### src/rtl/cond_logic.sv
// rtl/cond_logic.sv - ARM condition evaluation, NZCV flag register, write-enable gating and perf counters
module cond_logic #(
  parameter int CNT_W = 16
) (
  input  logic             clk,
  input  logic             reset_n,
  input  logic             instr_valid,
  input  logic [3:0]       Cond,
  input  logic [3:0]       ALUFlags,
  input  logic [1:0]       FlagW,
  input  logic             PCS,
  input  logic             RegW,
  input  logic             MemW,
  input  logic             perf_clr,
  output logic             PCSrc,
  output logic             RegWrite,
  output logic             MemWrite,
  output logic             CondEx,
  output logic [3:0]       Flags,
  output logic [CNT_W-1:0] exec_cnt,
  output logic [CNT_W-1:0] skip_cnt
);

  logic [3:0]       flags_q, flags_d;
  logic [CNT_W-1:0] exec_cnt_q, exec_cnt_d;
  logic [CNT_W-1:0] skip_cnt_q, skip_cnt_d;
  logic             n_f, z_f, c_f, v_f;
  logic             exec;

  assign {n_f, z_f, c_f, v_f} = flags_q;

  // Only committed flags are used, so an instruction never sees its own ALU result.
  always_comb begin
    CondEx = 1'b0;
    unique case (Cond)
      4'b0000: CondEx = z_f;
      4'b0001: CondEx = ~z_f;
      4'b0010: CondEx = c_f;
      4'b0011: CondEx = ~c_f;
      4'b0100: CondEx = n_f;
      4'b0101: CondEx = ~n_f;
      4'b0110: CondEx = v_f;
      4'b0111: CondEx = ~v_f;
      4'b1000: CondEx = c_f & ~z_f;
      4'b1001: CondEx = ~c_f | z_f;
      4'b1010: CondEx = (n_f == v_f);
      4'b1011: CondEx = (n_f != v_f);
      4'b1100: CondEx = ~z_f & (n_f == v_f);
      4'b1101: CondEx = z_f | (n_f != v_f);
      4'b1110: CondEx = 1'b1;
      default: CondEx = 1'b0;
    endcase
  end

  assign exec     = instr_valid & CondEx;
  assign PCSrc    = PCS  & exec;
  assign RegWrite = RegW & exec;
  assign MemWrite = MemW & exec;

  always_comb begin
    flags_d = flags_q;
    if (exec && FlagW[1]) flags_d[3:2] = ALUFlags[3:2];
    if (exec && FlagW[0]) flags_d[1:0] = ALUFlags[1:0];
  end

  always_comb begin
    exec_cnt_d = exec_cnt_q;
    skip_cnt_d = skip_cnt_q;
    if (perf_clr) begin
      exec_cnt_d = '0;
      skip_cnt_d = '0;
    end else if (exec) begin
      if (exec_cnt_q != '1) exec_cnt_d = exec_cnt_q + 1'b1;
    end else if (instr_valid) begin
      if (skip_cnt_q != '1) skip_cnt_d = skip_cnt_q + 1'b1;
    end
  end

  always_ff @(posedge clk or negedge reset_n) begin
    if (!reset_n) begin
      flags_q    <= 4'b0000;
      exec_cnt_q <= '0;
      skip_cnt_q <= '0;
    end else begin
      flags_q    <= flags_d;
      exec_cnt_q <= exec_cnt_d;
      skip_cnt_q <= skip_cnt_d;
    end
  end

  assign Flags    = flags_q;
  assign exec_cnt = exec_cnt_q;
  assign skip_cnt = skip_cnt_q;

endmodule

### config.mk
export PLATFORM = sky130hd
export DESIGN_NAME = cond_logic
export DESIGN_NICKNAME = d
export VERILOG_FILES = /design/src/rtl/cond_logic.sv
export SDC_FILE = /design/constraint.sdc
export NUM_CORES = 1
export LEC_CHECK = 0
export CORE_AREA = 2 2 87 64
export CTS_BUF_LIST = sky130_fd_sc_hd__clkbuf_8
export DETAILED_ROUTE_END_ITERATION = 16
export DIE_AREA = 0 0 89 66
export PLACE_DENSITY = 0.87
export SETUP_SLACK_MARGIN = 0.5
export SYNTH_ARGS = -nofsm -noshare
export SYNTH_HDL_FRONTEND = slang
export SYNTH_SLANG_ARGS = --single-unit
### constraint.sdc
create_clock -name clk -period 2.3 [get_ports clk]
set_input_delay 0.345 -clock clk [delete_from_list [all_inputs] [get_ports clk]]
set_output_delay 0.345 -clock clk [all_outputs]
set_load 0.1 [all_outputs]
* After elaboration in Yosys (flattened, before gate mapping) *
Index checks and enable logic that the tools add are counted.

word-level totals
  flip-flop bits (word level) = 36
  bits in latches = 0
  bits in writable memories = 0
  ROM bits = 0
  output and inout port bits = 40
  logic and storage cells = 54
  memories kept = 0

cells by class
  add/subtract/negate cells = 2
  multipliers = 0
  divide/modulo/power cells = 0
  magnitude comparators = 0
  equal/unequal tests = 19
  shift-type cells = 0
  multiplexer cells = 8
  bitwise operators = 12
  reduce and logical (&&, ||, !) cells = 9

operators with widths
  kind                                            count
  2-to-1 mux 16 bit                               7
  adder 16 x 1 -> 16 bit (second input constant)  2
  inequality test 16 bit (second input constant)  2
  == test 4 bit (second input constant)           7
  == test 4 x 3 -> 1 bit (second input constant)  4
  one-hot mux 1 bit (15 select lines)             1
  == test 4 x 2 -> 1 bit (second input constant)  2
  nonzero test 2 bit                              4
  AND 1 bit                                       6
  == test 4 x 1 -> 1 bit (second input constant)  1
  logical NOT 4 bit                               1
  NOT 1 bit                                       4
  AND reduction 3 bit                             1
  logical AND 1 bit                               2
  inequality test 2 bit (second input constant)   1
  OR 1 bit                                        2
  AND reduction 2 bit                             1
  == test 1 bit                                   1
  inequality test 1 bit                           1

* Longest topological paths before layout *
  depth in word-level cells = 6
  depth in mapped cells = 10
  depth with buffers taken out = 7

* Worst setup path after synthesis *
Ideal clock, no wire load.

  path kind = reg2out
  start point = reg flags_q[2] (netlist: Flags[2])
  end point = out MemWrite
  arrival time = 3.466 ns
  setup slack = -1.511 ns
  stages on the path, launching flop included = 9
  buffers on the path = 2
  path through = dfrtp_1 -> and3b_1 -> a22oi_1 -> mux2i_2 -> nor2_4 -> buf_6 -> inv_2 -> buf_2 -> and3_1

between the ends
  word-level cells in the longest chain between the ends = 5
  elaborated cells on any way between the ends = 8

RTL lines
  what                                     RTL line    RTL
  start, declared                          24          logic [3:0] flags_q, flags_d;
  start signal, assigned                   85          flags_q <= flags_d;
  NOT 1 bit                                37, 44, 48
  AND 1 bit (on tied branches)             48, 44
  one-hot mux 1 bit (15 select lines) (*)  35          unique case (Cond)
  named net CondEx                         18          output logic CondEx,
  AND 1 bit (*)                            55          assign exec = instr_valid & CondEx;
  AND 1 bit (*)                            58          assign MemWrite = MemW & exec;
  end, declared                            17          output logic MemWrite,

Mark *: on every way through the listed nets, which the timed path passes. The rest lies on a longest branch.

* Worst setup path after layout *
  start point = reg flags_q[3] (netlist: Flags[3])
  end point = out MemWrite

between the ends
  word-level cells in the longest chain between the ends = 5
  elaborated cells on any way between the ends = 8

RTL lines
  what                                                           RTL line
  inequality test 1 bit / == test 1 bit (equally long branches)  n/a
  OR 1 bit / AND 1 bit (equally long branches)                   49, 48
  one-hot mux 1 bit (15 select lines) (*)                        35
  AND 1 bit (*)                                                  55
  AND 1 bit (*)                                                  58

Every way passes the cells marked *; elsewhere a longest branch is shown, timed or not.

==> results.md <==
* Status: finished, violations left
* Failing checks: setup timing
* Period utilisation layout at 110%
* Worst-path clk slew at 0.07 ns
* Hold crit path type: input pin to asynchronous set/reset pin
* Clock skew at 0.00575 ns
* Worst-Margin Slew at 0.476 ns
* Vias/cell at 5.93
* Die area at 5870 um2
* IO Pins at 57
* Crit Path Max Fanout at 7
* RSZ-0062 raised after global routing: yes
* Seq/Total Area, Yosys at 40.4%
* DRT Pass-1 Iters at 5
* Final #Nets at 334
* Top FF cell, synth: dfrtp_1
* Warnings from Yosys at 0
* Die W at 89 um
* Vias in the first global route at 2164
* First-pass GRT wire length at 10600 um
* EDFF count, synth at 0
* Critical Path Slowest Stage Cell: dfrtp_4
* Post-Syn Area at 2230 um2
* Fill cells at 350
* Initial DRC count at 195
* Fin util at 69.4%
* Synth area leaders: dfrtp_1 (40%), mux2_2 (6.6%), nand3_1 (4.5%)
* Max_slew headroom at 68.2%
* Final ANT Viol Nets at 0
* Yosys top cell by area: dfrtp_1
* Maxcap violations at 0
* Mapped Avg Cell Area at 9.58 um2
* Peak VDD IR at 0.000326 V
* Post-synth top area share at 40.4%
* Post-route minimum period at 2.52 ns
* Final Power at 0.00270 W
* Top cell family by delay on the critical path: flip-flops
* Dpl ws at -0.521 ns
* Initial Utilization at 44.1%
* Syn Inst Count at 233
* Leading cell type in the layout, fill and taps excluded: buf_4
* WL final at 7010 um
* Cells along the critical path: xnor3_1 > a221oi_2 > o211ai_4 > nor2_4 > inv_6 > and3_4 > buf_12
* Gr usage total at 23.7%
* Total overflow reported by the global router at 0
* Die span in y at 66 um
* Clock Root Buffer: clkbuf_8
* Area added between synthesis and finish at 57.5%
* Commonest cells after routing, fill and taps aside: buf_4 (61), dfrtp_2 (26), nor2_1 (19)
* CORE AREA at 5060 um2
* Number of port buffers at 56
* CP required at 1.96 ns
* Endpoints failing setup at 29
* CP bufs+invs at 2
* Rows at 22
* Largest net degree at the start of global routing at 44
* CP arrival at 2.18 ns
* Initial antenna violation count at 0
* Multi-input gate area at 1590 um2
* Antenna fix cells at 0
* Worst-Skew Late Latency at 0.29 ns
* Max H-tree Level at 2
* RePlAce Congestion at 0.872
* Total CTS buffers at 5
* Asr flop ratio synth at 100%
* Critical path type: register to output port
* Worst path max stage delay at 0.48 ns
* Netlist cell types at 51
* Routed WL per cell at 18.1 um
* Layout cells sized above 1 at 55.7%
* Clock tree from TritonCTS: built
* Fin. max-slew vios at 0
* Deepest clock path buffer count at 2
* Clock Sinks at 36
* Leakage at 1.41 nW
* CP Capture Type: output port
* Via Count at 2299
* HPWL after detailed placement at 4080 um
* Pwr Density at 769 nW/um2
* Final worst setup slack at -0.223 ns
* Number of remaining DRC errors at 0
* Synthesized net count at 252
* Final hold violations at 0
* Flip-flop and latch area at 948 um2
* WHS at 0.473 ns
* #FFs+latches synth at 36
* CTS Hold Bufs at 0
* Highest clock rate at 396 MHz
* CP startpoint kind: register
routing by layer:
layer  GRT usage [%]  vias to the layer above  wire length (um)
met2            38.5                      112              3330
met3            5.12                       26               463
met4            8.40                        0               200
met1            31.0                     1119              3010
li1                -                     1042                 -
met5               0                        -                 0
sequential cells by signal, summed over array words and instances (netlist names):
register / flops
skip_cnt: 16
exec_cnt: 16
Flags: 4
cell families (layout without fill, tap and decap cells):
group,Yosys count,in the layout,share of synthesized area (%)
flip-flops,36,36,40.4
buffers and inverters,15,98,3.31
multiplexers,16,16,8.07
AO/OA/AOI/OAI,40,40,12.4
AND/OR/NAND/NOR,116,116,31.0
adder cells (fa/ha/maj),2,2,1.12
XOR/XNOR,8,8,3.76
layout make-up:
class                   instances  area share [%]
inverters                       3           0.463
clock inverters                 3           0.320
well taps                      72            2.56
repair buffers                 87            22.6
flip-flops and latches         36            27.0
clock buffers                   5            1.96
multi-input cells             182            45.1
path summary, 6_finish.rpt:
kind                                  start           end  slack (ns)  cells past startpoint
worst max-delay path               Flags[3]      MemWrite       -0.22                      7
worst min-delay path                reset_n   exec_cnt[0]        0.47                      2
worst max register to register     Flags[0]  exec_cnt[10]       -0.19                     11
worst min register to register  skip_cnt[1]   skip_cnt[1]        0.59                      2
max in group asynchronous           reset_n      Flags[2]        1.45                      2
min in group clk                skip_cnt[1]   skip_cnt[1]        0.59                      2
stage by stage:
stage	instance area [um2]	setup TNS (ns)	cells
2_1_floorplan	2330	-2.13	233
3_3_place_gp	3020	-12.30	368
3_5_place_dp	3020	-14.37	368
4_1_cts	3360	-1.52	386
5_1_grt	3520	-5.55	388
6_report	3520	-3.18	388
worst register-to-register path, delay by kind of cell, from the launching register on:
family | cells | cell delay [ns]
AO/OA/AOI/OAI | 3 | 0.64
XOR/XNOR | 1 | 0.12
buffers and inverters | 5 | 0.69
flip-flops | 1 | 0.50
multiplexers | 1 | 0.34
AND/OR/NAND/NOR | 1 | 0.09
cells in the mapped netlist, types with 3 or more instances:
master / n
a21oi_1: 15
nand4_1: 11
xnor2_1: 5
clkbuf_1: 8
nand2_1: 7
o41ai_1: 3
nor2_1: 20
and2_1: 3
nand2b_1: 3
o31ai_1: 4
nor2b_1: 11
nor4b_1: 3
nor4_1: 3
or4b_1: 4
dfrtp_1: 36
or4_1: 4
nand3_1: 20
mux2_2: 13
or3_1: 6
o21ai_0: 7
and3_1: 8
report_power, final:
group          total [W]  leakage (nW)  internal (W)  switching [W]
Clock           0.000426        0.0519      0.000202       0.000224
Sequential      0.000776         0.446      0.000708      0.0000672
Combinational    0.00150         0.908      0.000581       0.000920
timing repair:
item | in CTS | in global routing
pin swaps | 19 | 9
endpoints found under the setup margin | 40 | 40
cloned | 1 | 0
buffers inserted | 9 | 2
resized for setup | 36 | 36
Power figures use the tool's default switching activity.
